--- config.mk ---
export PLATFORM = sky130hd
export DESIGN_NAME = prog_loader
export DESIGN_NICKNAME = d
export VERILOG_FILES = /design/src/rtl/prog_loader_pkg.sv /design/src/rtl/prog_loader_ctr.sv /design/src/rtl/prog_loader.sv
export SDC_FILE = /design/constraint.sdc
export NUM_CORES = 1
export LEC_CHECK = 0
export ABC_AREA = 1
export CAP_MARGIN = 20
export CORE_MARGIN = 2
export CORE_UTILIZATION = 40
export CTS_CLUSTER_DIAMETER = 40
export DETAILED_ROUTE_END_ITERATION = 10
export DONT_BUFFER_PORTS = 1
export PLACE_DENSITY = 0.6
export SYNTH_ARGS = -nofsm -noshare
export SYNTH_HDL_FRONTEND = slang
export SYNTH_SLANG_ARGS = --single-unit
--- constraint.sdc ---
create_clock -name clk -period 5 [get_ports clk]
set_clock_uncertainty 0.2 [all_clocks]
set_input_delay 0.5 -clock clk [delete_from_list [all_inputs] [get_ports clk]]
set_output_delay 0.5 -clock clk [all_outputs]
set_load 0.02 [all_outputs]
--- src/rtl/prog_loader_pkg.sv ---
// Shared definitions for the program loader: state encoding, stream header layout,
// counter widths and memory address strides.
package prog_loader_pkg;

    localparam logic [2:0] S_IDLE = 3'd0;
    localparam logic [2:0] S_HDR  = 3'd1;
    localparam logic [2:0] S_IMEM = 3'd2;
    localparam logic [2:0] S_DMEM = 3'd3;
    localparam logic [2:0] S_CHK  = 3'd4;
    localparam logic [2:0] S_RUN  = 3'd5;
    localparam logic [2:0] S_DONE = 3'd6;
    localparam logic [2:0] S_ERR  = 3'd7;

    typedef enum logic [2:0] {
        ST_IDLE = S_IDLE,
        ST_HDR  = S_HDR,
        ST_IMEM = S_IMEM,
        ST_DMEM = S_DMEM,
        ST_CHK  = S_CHK,
        ST_RUN  = S_RUN,
        ST_DONE = S_DONE,
        ST_ERR  = S_ERR
    } state_t;

    localparam int CNT_W = 16;
    localparam int RUN_W = 32;

    localparam int HDR_NI_LSB  = 0;
    localparam int HDR_NI_MSB  = 15;
    localparam int HDR_ND_LSB  = 16;
    localparam int HDR_ND_MSB  = 31;
    localparam int HDR_RUN_LSB = 32;
    localparam int HDR_RUN_MSB = 63;

    localparam logic [63:0] IMEM_STRIDE = 64'd4;
    localparam logic [63:0] DMEM_STRIDE = 64'd8;

    // States in which the loader is parked and will react to start.
    function automatic logic is_parked(input state_t s);
        return (s == ST_IDLE) || (s == ST_DONE) || (s == ST_ERR);
    endfunction

endpackage

--- src/rtl/prog_loader_ctr.sv ---
// Loadable down-counter with a zero flag; load wins over decrement and the
// count saturates at zero.
module prog_loader_ctr #(
    parameter int WIDTH = 16
) (
    input  logic             clk,
    input  logic             arst_n,
    input  logic             load,
    input  logic [WIDTH-1:0] load_val,
    input  logic             dec,
    output logic             zero
);

    logic [WIDTH-1:0] count;

    // NOTE: sequential state is updated with non-blocking assignments only, so every
    // flop samples the pre-edge values regardless of process ordering.
    always_ff @(posedge clk or negedge arst_n) begin
        if (!arst_n) begin
            count <= '0;
        end else if (load) begin
            count <= load_val;
        end else if (dec && (count != '0)) begin
            count <= count - WIDTH'(1);
        end
    end

    assign zero = (count == '0);

endmodule

--- src/rtl/prog_loader.sv ---
// Program loader in front of the CPU core's external memory ports. Optional trailer
// checksum is compiled in with `define PROG_LOADER_CHECKSUM_EN.
module prog_loader
    import prog_loader_pkg::*;
#(
    parameter int IMEM_DEPTH = 512,
    parameter int DMEM_DEPTH = 1024
) (
    input  logic        clk,
    input  logic        arst_n,
    input  logic        start,
    input  logic        halt,
    input  logic        s_valid,
    output logic        s_ready,
    input  logic [63:0] s_data,
    output logic [63:0] addr_ext,
    output logic        wen_ext,
    output logic [31:0] wdata_ext,
    output logic [63:0] addr_ext_2,
    output logic        wen_ext_2,
    output logic [63:0] wdata_ext_2,
    output logic        cpu_enable,
    output logic        busy,
    output logic        done,
    output logic        error
);

    localparam logic [CNT_W:0] IMEM_LIMIT = (CNT_W+1)'(IMEM_DEPTH);
    localparam logic [CNT_W:0] DMEM_LIMIT = (CNT_W+1)'(DMEM_DEPTH);

`ifdef PROG_LOADER_CHECKSUM_EN
    localparam state_t PAYLOAD_END = ST_CHK;
`else
    localparam state_t PAYLOAD_END = ST_RUN;
`endif

    state_t state, state_next;

    logic             beat;
    logic             session_start;
    logic [CNT_W-1:0] hdr_ni;
    logic [CNT_W-1:0] hdr_nd;
    logic [RUN_W-1:0] hdr_run;
    logic             ni_over;
    logic             nd_over;

    logic [CNT_W-1:0] nd_q;
    logic             run_open;
    logic [63:0]      imem_ptr;
    logic [63:0]      dmem_ptr;

    logic             wctr_load, wctr_dec, wctr_zero;
    logic [CNT_W-1:0] wctr_val;
    logic             rctr_load, rctr_dec, rctr_zero;
    logic [RUN_W-1:0] rctr_val;

    assign hdr_ni  = s_data[HDR_NI_MSB:HDR_NI_LSB];
    assign hdr_nd  = s_data[HDR_ND_MSB:HDR_ND_LSB];
    assign hdr_run = s_data[HDR_RUN_MSB:HDR_RUN_LSB];
    assign ni_over = {1'b0, hdr_ni} > IMEM_LIMIT;
    assign nd_over = {1'b0, hdr_nd} > DMEM_LIMIT;

    assign s_ready       = state inside {ST_HDR, ST_IMEM, ST_DMEM, ST_CHK};
    assign beat          = s_valid && s_ready;
    assign session_start = start && is_parked(state);
    assign busy          = !is_parked(state);
    assign done          = (state == ST_DONE);
    assign error         = (state == ST_ERR);
    assign cpu_enable    = (state == ST_RUN);

`ifdef PROG_LOADER_CHECKSUM_EN
    logic [63:0] csum;
    logic        chk_ok;

    assign chk_ok = (s_data == csum);

    // Header and trailer are excluded; instruction words contribute only their low half.
    always_ff @(posedge clk or negedge arst_n) begin
        if (!arst_n) begin
            csum <= '0;
        end else if (session_start) begin
            csum <= '0;
        end else if (beat && (state == ST_IMEM)) begin
            csum <= csum ^ {32'd0, s_data[31:0]};
        end else if (beat && (state == ST_DMEM)) begin
            csum <= csum ^ s_data;
        end
    end
`endif

    // Counters hold "remaining minus one", so the zero flag marks the final beat/cycle.
    prog_loader_ctr #(.WIDTH(CNT_W)) u_word_ctr (
        .clk      (clk),
        .arst_n   (arst_n),
        .load     (wctr_load),
        .load_val (wctr_val),
        .dec      (wctr_dec),
        .zero     (wctr_zero)
    );

    prog_loader_ctr #(.WIDTH(RUN_W)) u_run_ctr (
        .clk      (clk),
        .arst_n   (arst_n),
        .load     (rctr_load),
        .load_val (rctr_val),
        .dec      (rctr_dec),
        .zero     (rctr_zero)
    );

    always_ff @(posedge clk or negedge arst_n) begin
        if (!arst_n) begin
            state <= ST_IDLE;
        end else begin
            state <= state_next;
        end
    end

    // NOTE: every signal driven here gets a default first, so no path can leave one
    // unassigned and infer a latch.
    always_comb begin
        state_next = state;
        wctr_load  = 1'b0;
        wctr_val   = '0;
        wctr_dec   = 1'b0;
        rctr_load  = 1'b0;
        rctr_val   = '0;
        rctr_dec   = 1'b0;

        unique case (state)
            ST_IDLE, ST_DONE, ST_ERR: begin
                if (start) begin
                    state_next = ST_HDR;
                    wctr_load  = 1'b1;
                    rctr_load  = 1'b1;
                end
            end

            ST_HDR: begin
                if (beat) begin
                    if (ni_over || nd_over) begin
                        state_next = ST_ERR;
                    end else begin
                        rctr_load = 1'b1;
                        rctr_val  = (hdr_run == '0) ? '0 : hdr_run - RUN_W'(1);
                        if (hdr_ni != '0) begin
                            state_next = ST_IMEM;
                            wctr_load  = 1'b1;
                            wctr_val   = hdr_ni - CNT_W'(1);
                        end else if (hdr_nd != '0) begin
                            state_next = ST_DMEM;
                            wctr_load  = 1'b1;
                            wctr_val   = hdr_nd - CNT_W'(1);
                        end else begin
                            state_next = PAYLOAD_END;
                        end
                    end
                end
            end

            ST_IMEM: begin
                if (beat) begin
                    wctr_dec = 1'b1;
                    if (wctr_zero) begin
                        if (nd_q != '0) begin
                            state_next = ST_DMEM;
                            wctr_load  = 1'b1;
                            wctr_val   = nd_q - CNT_W'(1);
                        end else begin
                            state_next = PAYLOAD_END;
                        end
                    end
                end
            end

            ST_DMEM: begin
                if (beat) begin
                    wctr_dec = 1'b1;
                    if (wctr_zero) begin
                        state_next = PAYLOAD_END;
                    end
                end
            end

`ifdef PROG_LOADER_CHECKSUM_EN
            ST_CHK: begin
                if (beat) begin
                    state_next = chk_ok ? ST_RUN : ST_ERR;
                end
            end
`endif

            ST_RUN: begin
                rctr_dec = !run_open;
                if (halt || (!run_open && rctr_zero)) begin
                    state_next = ST_DONE;
                end
            end

            default: begin
                state_next = ST_IDLE;
            end
        endcase
    end

    // Memory write ports: registered one cycle after the accepting beat; addresses and
    // data hold between writes, only the enables pulse.
    always_ff @(posedge clk or negedge arst_n) begin
        if (!arst_n) begin
            nd_q        <= '0;
            run_open    <= 1'b0;
            imem_ptr    <= '0;
            dmem_ptr    <= '0;
            wen_ext     <= 1'b0;
            addr_ext    <= '0;
            wdata_ext   <= '0;
            wen_ext_2   <= 1'b0;
            addr_ext_2  <= '0;
            wdata_ext_2 <= '0;
        end else begin
            wen_ext   <= 1'b0;
            wen_ext_2 <= 1'b0;

            if (session_start) begin
                nd_q     <= '0;
                run_open <= 1'b0;
                imem_ptr <= '0;
                dmem_ptr <= '0;
            end

            if (beat && (state == ST_HDR)) begin
                nd_q     <= hdr_nd;
                run_open <= (hdr_run == '0);
            end

            if (beat && (state == ST_IMEM)) begin
                wen_ext   <= 1'b1;
                addr_ext  <= imem_ptr;
                wdata_ext <= s_data[31:0];
                imem_ptr  <= imem_ptr + IMEM_STRIDE;
            end

            if (beat && (state == ST_DMEM)) begin
                wen_ext_2   <= 1'b1;
                addr_ext_2  <= dmem_ptr;
                wdata_ext_2 <= s_data;
                dmem_ptr    <= dmem_ptr + DMEM_STRIDE;
            end
        end
    end

endmodule
==> results of run 1 <==
[sequential cells by signal (all words and copies together) (netlist names)]
| name | flops |
|---|---|
| nd_q | 16 |
| imem_ptr | 62 |
| wdata_ext_2 | 64 |
| wdata_ext | 32 |
| wen_ext | 1 |
| wen_ext_2 | 1 |
| state | 3 |
| addr_ext_2 | 61 |
| u_word_ctr.count | 16 |
| u_run_ctr.count | 32 |
| dmem_ptr | 61 |
| addr_ext | 62 |
| run_open | 1 |
[through the flow]
step,util [%],instance area (um2)
2_1_floorplan,-,22200
3_3_place_gp,41.4,22700
3_5_place_dp,41.5,22700
4_1_cts,47.2,25900
5_1_grt,47.2,25900
6_report,47.2,25900
[cell usage in the layout, fill, tap and decap left out, types with 53 or more instances in the layout]
cell type                       count
sky130_fd_sc_hd__nand2_1          762
sky130_fd_sc_hd__dfrtp_1          412
sky130_fd_sc_hd__nor2_1           388
sky130_fd_sc_hd__inv_1            315
sky130_fd_sc_hd__o21ai_0          273
sky130_fd_sc_hd__nand3_1          193
sky130_fd_sc_hd__xor2_1            99
sky130_fd_sc_hd__nor3_1            89
sky130_fd_sc_hd__clkbuf_16         74
sky130_fd_sc_hd__nand4_1           62
sky130_fd_sc_hd__dlygate4sd3_1     60
sky130_fd_sc_hd__o22ai_1           53
[power groups by stage]
| stage | Clock, W | Combinational, W | Sequential (W) |
|---|---|---|---|
| finish | 0.00511 | 0.00289 | 0.00601 |
| global route | 0.00537 | 0.00334 | 0.00611 |
| global placement | 0 | 0.00274 | 0.00604 |
| floorplan | 0 | 0.00224 | 0.00571 |
| detailed placement | 0 | 0.00285 | 0.00606 |
| CTS | 0.00522 | 0.00290 | 0.00602 |
[synthesized netlist by cell type (6+ instances only)]
cell type                  instances
sky130_fd_sc_hd__a21oi_1          48
sky130_fd_sc_hd__a22oi_1           7
sky130_fd_sc_hd__a31oi_1           6
sky130_fd_sc_hd__buf_1             7
sky130_fd_sc_hd__buf_2            14
sky130_fd_sc_hd__buf_4             8
sky130_fd_sc_hd__clkbuf_1         61
sky130_fd_sc_hd__dfrtp_1         412
sky130_fd_sc_hd__ha_1             10
sky130_fd_sc_hd__inv_1           316
sky130_fd_sc_hd__nand2_1         763
sky130_fd_sc_hd__nand2_2           6
sky130_fd_sc_hd__nand3_1         193
sky130_fd_sc_hd__nand3b_1          7
sky130_fd_sc_hd__nand4_1          62
sky130_fd_sc_hd__nor2_1          388
sky130_fd_sc_hd__nor2_2            9
sky130_fd_sc_hd__nor2_4            7
sky130_fd_sc_hd__nor3_1           89
sky130_fd_sc_hd__nor4_1            9
sky130_fd_sc_hd__o211ai_1         20
sky130_fd_sc_hd__o21a_1            9
sky130_fd_sc_hd__o21ai_0         273
sky130_fd_sc_hd__o221ai_1          9
sky130_fd_sc_hd__o22ai_1          53
sky130_fd_sc_hd__or2_2             8
sky130_fd_sc_hd__xnor2_1          16
sky130_fd_sc_hd__xor2_1           99
[worst paths after layout]
path                               from                 end  slack, ps  depth (start not counted)
max                           s_data[0]  u_run_ctr.count[4]       1300                         13
min                              arst_n     wdata_ext_2[11]       -580                          0
max reg2reg                    state[2]        imem_ptr[57]       1330                          9
min reg2reg                imem_ptr[17]        imem_ptr[17]        290                          1
max in group asynchronous        arst_n     wdata_ext_2[47]       3880                          0
min in group clk             s_data[21]       wdata_ext[21]         30                          2
[per-layer routing]
layer	vias up	global-route usage [%]	share of wire, %
li1	9737	-	-
met2	675	40.0	46
met5	-	0	0
met3	142	5.07	6.7
met4	0	9.55	3.2
met1	9661	33.3	44
[logic make-up (layout without fill, tap and decap cells)]
logic type | after synthesis | in the layout | share of synthesized area [%]
AOI/OAI and AO/OA | 435 | 435 | 10.9
xor gates and xnor gates | 115 | 115 | 4.55
adders and majority gates | 10 | 10 | 0.565
buffers and inverters | 417 | 528 | 7.38
DFF | 412 | 412 | 46.5
muxes | 5 | 5 | 0.226
other | 1 | 5 | 0.0169
and+or+nand+nor | 1557 | 1557 | 29.9
[area by class of cell]
type	instances	area share [%]
clock buffer	86	7.75
inverter	324	4.74
sequential	412	39.8
multi-input combinational	2127	39.5
timing repair buffer	71	2.70
clock inverter	47	2.10
tap	704	3.40
[critical path: cells and delay by family]
family                   cells  cell delay (ps)
AO/OA/AOI/OAI                1              260
AND/OR/NAND/NOR              7             1700
buffers and inverters        4             1310
adder cells (fa/ha/maj)      1              220
==> results.md, run 1 <==
Routing:
- The total iterations of the first detailed-routing run is 6.
- The remaining number of nets flagged by the antenna check after routing is 0.
- The routed layout has 20200 vias.
- Dividing the detail-routed via count by the number of cells gives 5.36.
- The total wirelength of the detailed-routed design is 71.4 mm.
- The routed length per placed instance is 18.9 um.
- For this block, the initial DRC count from the detailed router was 1620.
- The number of remaining DRC errors is 0.

Worst hold path:
- In this run the worst hold path is classified as input pin to async pin.

Critical path:
- The maximum net fanout on the critical path is 36.
- The worst setup path is captured at a flop.
- The startpoint class of the critical path is an input pin.
- The critical path data required time is 5300 ps.
- The worst setup path is of the input pin to flop kind.
- Data arrives at the worst endpoint at 4000 ps.
- Traced cell by cell, the critical path runs through dlygate4sd3_1 > inv_1 > ha_1 > nand2_1 > nor2_4 > nand2_1 > nand2_1 > nand3_4 > nand2_1 > inv_2 > nand2_2 > inv_2 > a22oi_1.
- The critical path's slowest cell is sky130_fd_sc_hd__nand2_2.
- The most frequent cell on the critical path is sky130_fd_sc_hd__nand2_1.
- The stage delay of the slowest cell on the critical path is 610 ps.

Pwr:
- The portion of total power attributed to sequential cells is 42.9%.
- The internal portion of the total power is 0.00845 W.
- The switching part of the total power is 39.7%.
- In this run, the clock network consumes 36.5% of the power.
- Summed over all nets, the switching power comes to 0.00557 W.
- In this run the static leakage power is 11.6 nW.
- The combinational group share of total power is 20.6%.
- The power per cell area is 541 nW/um2.
- The sum of internal, switching and leakage power is 0.0140 W.
- The worst-case IR drop observed on VDD is 0.000318 V.

GRT:
- The global routing usage summed across all routing layers is 25.0%.
- The number of global-route vias before repair is 19800.
- The first global-routing pass estimated 112 mm of wire.
- Entering global routing, the biggest net connects 413 pins.
- The aggregate global routing overflow is 0.
- The initial antenna violation count was 0.

Clock tree:
- The post-cts repair resize count is 0.
- TritonCTS built the clock tree.
- The total clock buffers created by CTS is 72.
- The number of setup buffers added after CTS is 0.
- The tree built by TritonCTS fans out to 412 sinks.
- At the later pin of the worst-skew pair, clock insertion delay measures 610 ps.
- The clock passes through at most 3 buffers.
- The number of hold buffers added after cts is 60.
- The clock transition at the registers of the reported paths is 50 ps.
- The H-tree was split into 3 levels.
- The buffer cell driving the clock tree root is sky130_fd_sc_hd__clkbuf_16.

Finish:
- Compared with the post-synthesis result, the final layout area differs by 16.9%.
- Cells with a size suffix above 1 make up 6.23% of the layout.
- Once layout is complete, the cells apart from fillers number 3771.
- The sequential cells in the finished layout cover a total of 10300 um2.
- After the last flow step, the layout net total stands at 3087.
- Summing all multi-input logic gate instances after layout gives 10200 um2.
- The antenna diode count is 0.
- The filler cells instantiated in the layout total 5485.

Timing:
- The final count of hold timing violations is 412.
- The measured slew at the worst slew-check pin is 1640 ps.
- Headroom to the max-slew limit came out at -9.37%.
- The shortest period the worst path allows is 3700 ps.
- Setup repair after global routing left no endpoint under its margin.
- After layout, the worst setup slack is 1300 ps.
- The achievable clock frequency is 270 MHz.
- The tightest hold path in the finished design has a slack of -580 ps.
- The portion of the clock cycle consumed by the worst path in the final layout is 74.1%.
- The final count of pins violating max slew is 86.
- The final setup violation count is 0.
- In the final timing run, aggregate negative setup slack is 0 ps.

Yosys:
- By area the synthesized netlist is led by sky130_fd_sc_hd__dfrtp_1 47%, sky130_fd_sc_hd__nand2_1 13%, sky130_fd_sc_hd__nor2_1 6.6%.
- The mapped netlist covers 22200 um2.
- Yosys printed 0 warnings.
- The predominant post-synthesis flop cell is sky130_fd_sc_hd__dfrtp_1.
- In the synthesized netlist, the number of instances is 2952.
- The sequential-to-total area share from yosys stat is 46.5%.
- The synthesized netlist contains 53 unique library cells.
- The portion of synthesized cell area occupied by the leading cell type is 46.5%.
- The synthesized area per cell is 7.51 um2.
- The synthesized design contains 0 enable-type register cells.
- The register bit count reported by yosys is 412.
- The biggest area contributor in the post-synthesis netlist is sky130_fd_sc_hd__dfrtp_1.
- For this run, asynchronously set or reset flops after synthesis account for 100%.

Job:
- Max-cap violations in this run came to 0.

Placed design:
- The number of buffers inserted by port buffering is 0.
- The number of placed instances, taps included, is 3577.
- The worst setup slack after placement is 1270 ps.
- The post-DP HPWL is 51.1 mm.
- The global placement routability congestion is 0.942.

Floorplan:
- The area of the die is 57300 um2.
- The floorplan step defined a core boundary enclosing 54900 um2.
- Once the floorplan was initialized, standard cells occupied 40.4% of the core.
- The number of core rows is 86.
- From bottom edge to top edge, the die measures 239 um.
- The I/O pin total is 300.
- The overall die width is 239 um.

Status:
- The final reports fail on negative hold slack, max-slew violations.
- The flow ran to the end, but the final reports show violations.
Note: power is estimated with default switching activity, not from simulation.
==> inputs of run 2 (changes only) <==
PLACE_DENSITY = 0.62   (was 0.6)
clock period = 3.25 ns   (was 5 ns; I/O delays follow)
==> results.md, run 2 (synthesis results as in run 1) <==
Status:
- The flow ran to the end, but the final reports show violations.
- The final reports fail on negative hold slack.

Floorplan:
- The initial standard-cell utilization of the core is 40.4%.
- The die is 239 um wide.
- The floorplan step defined a core boundary enclosing 54900 um2.
- The area of the die is 57300 um2.
- The floorplan has 86 rows.
- The die is 239 um tall.
- 300 I/O pins were placed.

GRT:
- The global-route wire length before repair is 113 mm.
- The number of global-route vias before repair was 20000.
- The total overflow left after global routing is 0.
- Global routing consumed, on the met1 layer, 33.6% of the routing resources.
- The initial antenna violation count is 0.
- In the global route stage, met3 resource usage came out at 5.65%.
- The global routing usage summed across all routing layers is 25.0%.
- Entering global routing, the biggest net connects 413 pins.
- For met2 alone, demand over resource in global routing was 39.5%.
- The layer flagged by global routing as most heavily used is met2.

Finish:
- The register with the most flip-flops in the layout has 64 of them.
- Cells with a size suffix above 1 make up 6.69% of the layout.
- The largest registers in the layout are wdata_ext_2: 64 flops, addr_ext: 62 flops, imem_ptr: 62 flops.
- From synthesis to final layout, the design area changed by 18.7%.
- Leaving out fill and tap cells, the most frequent cells in the layout are 762 x sky130_fd_sc_hd__nand2_1, 412 x sky130_fd_sc_hd__dfrtp_1, 388 x sky130_fd_sc_hd__nor2_1.
- The register containing the most flip-flops in the final layout is wdata_ext_2.
- The net count of the finished layout is 3112.
- Once layout is done, the placed cells without fillers occupy 26300 um2.
- The most frequent standard cell in the layout excluding fill and tap cells is sky130_fd_sc_hd__nand2_1.

Critical path:
- Data arrives at the worst endpoint at 3190 ps.
- The critical path capture point type is a flop.
- The start-to-end type of the worst setup path is input pin to flop.
- The maximum net fanout on the critical path is 6.
- The critical path's slowest cell is sky130_fd_sc_hd__dlygate4sd3_1.
- The signal on the critical path passes through dlygate4sd3_1 > inv_1 > ha_1 > nand2_1 > nor2_1 > nand2_1 > nor2_1 > xor2_1 > dlygate4sd3_1 > nand3_1 > a31oi_1.
- The stage delay of the slowest cell on the critical path is 600 ps.
- At the worst endpoint, the required time is 3580 ps.
- The startpoint class of the critical path is an input pin.

Timing:
- The achievable clock frequency is 349 MHz.
- The final count of hold timing violations is 412.
- Setup repair after global routing left no endpoint under its margin.
- Setup violations remaining at the end of the flow were counted as 0.
- The measured slew at the worst slew-check pin is 1180 ps.
- The portion of the clock cycle consumed by the worst path in the final layout is 88.2%.
- The sum of negative setup slack is 0 ps.
- Headroom to the max-slew limit came out at 21.2%.
- The shortest period the worst path allows is 2870 ps.
- The final count of pins violating max slew was 0.
- Across all hold checks on the routed design, the worst slack comes to -745 ps.

Placed design:
- In this run the cell area measured after placement is 22900 um2.
- The number of buffers inserted by port buffering is 0.
- The global placement routability congestion is 0.960.
- The wire-length estimate of the detail-placed layout is 50.9 mm.

Clock tree:
- Post-CTS timing repair inserted 0 buffers for setup.
- The number of hold buffers added after cts is 69.
- Clock-pin slew was measured on the worst setup and hold paths at 50 ps.
- The total clock buffers created by CTS is 76.
- The H-tree was split into 3 levels.
- The clock reaches the later pin of the worst-skew pair after 630 ps.
- TritonCTS built the clock tree.
- The buffer cell driving the clock tree root is sky130_fd_sc_hd__clkbuf_16.
- The maximum buffer depth of the clock tree is 3.
- The clock net in this run drives a total of 412 sinks.
- The post-cts repair resize count is 0.

Routing:
- The remaining number of nets flagged by the antenna check after routing is 0.
- The routed layout has 20500 vias.
- Using the TritonRoute via totals, the vias-per-cell ratio works out to 5.40.
- Dividing the detail-routed wire length by the instance count gives 19.0 um.
- After detailed routing, the total wire length is 72.0 mm.
- The count of routing violations after the opening detailed-route iteration is 1906.
- The number of remaining DRC errors is 0.
- The first detailed-routing pass ran for 6 iterations.

Pwr:
- The internal portion of the total power is 0.0134 W.
- The switching part of the total power is 39.7%.
- IR analysis of the VDD net gives a maximum drop of 0.000444 V.
- The power per cell area is 844 nW/um2.
- The portion of total power attributed to sequential cells is 41.5%.
- The combinational group share of total power is 20.8%.
- The switching power total is 0.00881 W.
- The part of the power in the clock network is 37.6%.
- The sum of internal, switching and leakage power is 0.0222 W.
- The leakage power of the design is 11.8 nW.

Worst hold path:
- The path class of the tightest hold or removal check is input pin to async pin.

Job:
- The number of maximum-capacitance violations is 0.
==> run 2: cell types whose count changed in the layout (fill, tap and decap cells not counted), sizes merged <==
cell	delta
dlygate4sd3	+9
inv	+8
bufinv	+1
clkinv	-8
clkbuf	+4
buf	+13
clkinvlp	+1
diode	+1
==> run 2: through the flow <==
stage | util, % | hold WS [ps] | cells | worst slack, ps
after CTS | 47.9 | -785 | 3799 | 420
after global placement | 41.7 | -138 | 3590 | 528
after floorplan | - | -171 | 2956 | 1120
after detailed placement | 41.7 | -139 | 3590 | 501
final | 47.9 | -745 | 3800 | 384
after global routing | 47.9 | -778 | 3799 | 90.1
==> run 2: per-layer routing <==
layer	vias up	wire, um	share of wire, %
met1	9792	31700	44
met3	155	5200	7.2
met5	-	0	0
li1	9807	-	-
met2	772	32900	46
met4	0	2230	3.1
==> run 2: area by class of cell <==
type	instances	area, um2
multi-input cells	2127	10200
clock buffers	91	2090
repair buffers	92	926
inverters	324	1230
well taps	704	881
flip-flops and latches	412	10300
diodes	1	2.50
clock inverters	49	631
fillers	5406	28600
==> run 2: worst max-delay path: cells and delay by family <==
family                     cells  cell delay [ps]
buffers and inverters          3             1280
and+or+nand+nor                5             1010
adders and majority gates      1              220
xor gates and xnor gates       1              190
AOI/OAI and AO/OA              1              170
==> run 2: final timing paths <==
| kind | start | cells after the start | slack, ps | end |
|---|---|---|---|---|
| max | s_data[32] | 11 | 380 | u_run_ctr.count[30] |
| min | arst_n | 0 | -750 | wdata_ext_2[9] |
| max reg2reg | imem_ptr[2] | 11 | 560 | imem_ptr[62] |
| min reg2reg | imem_ptr[17] | 1 | 300 | imem_ptr[17] |
| max in group asynchronous | arst_n | 0 | 2670 | dmem_ptr[6] |
| min in group clk | s_data[26] | 6 | 30 | u_word_ctr.count[10] |
==> run 2: power groups by stage <==
stage / logic, W / registers, W / clock network [W]
global route: 0.00527 / 0.00938 / 0.00872
finish: 0.00462 / 0.00922 / 0.00835
global placement: 0.00439 / 0.00926 / 0
floorplan: 0.00344 / 0.00878 / 0
CTS: 0.00461 / 0.00922 / 0.00849
detailed placement: 0.00451 / 0.00929 / 0
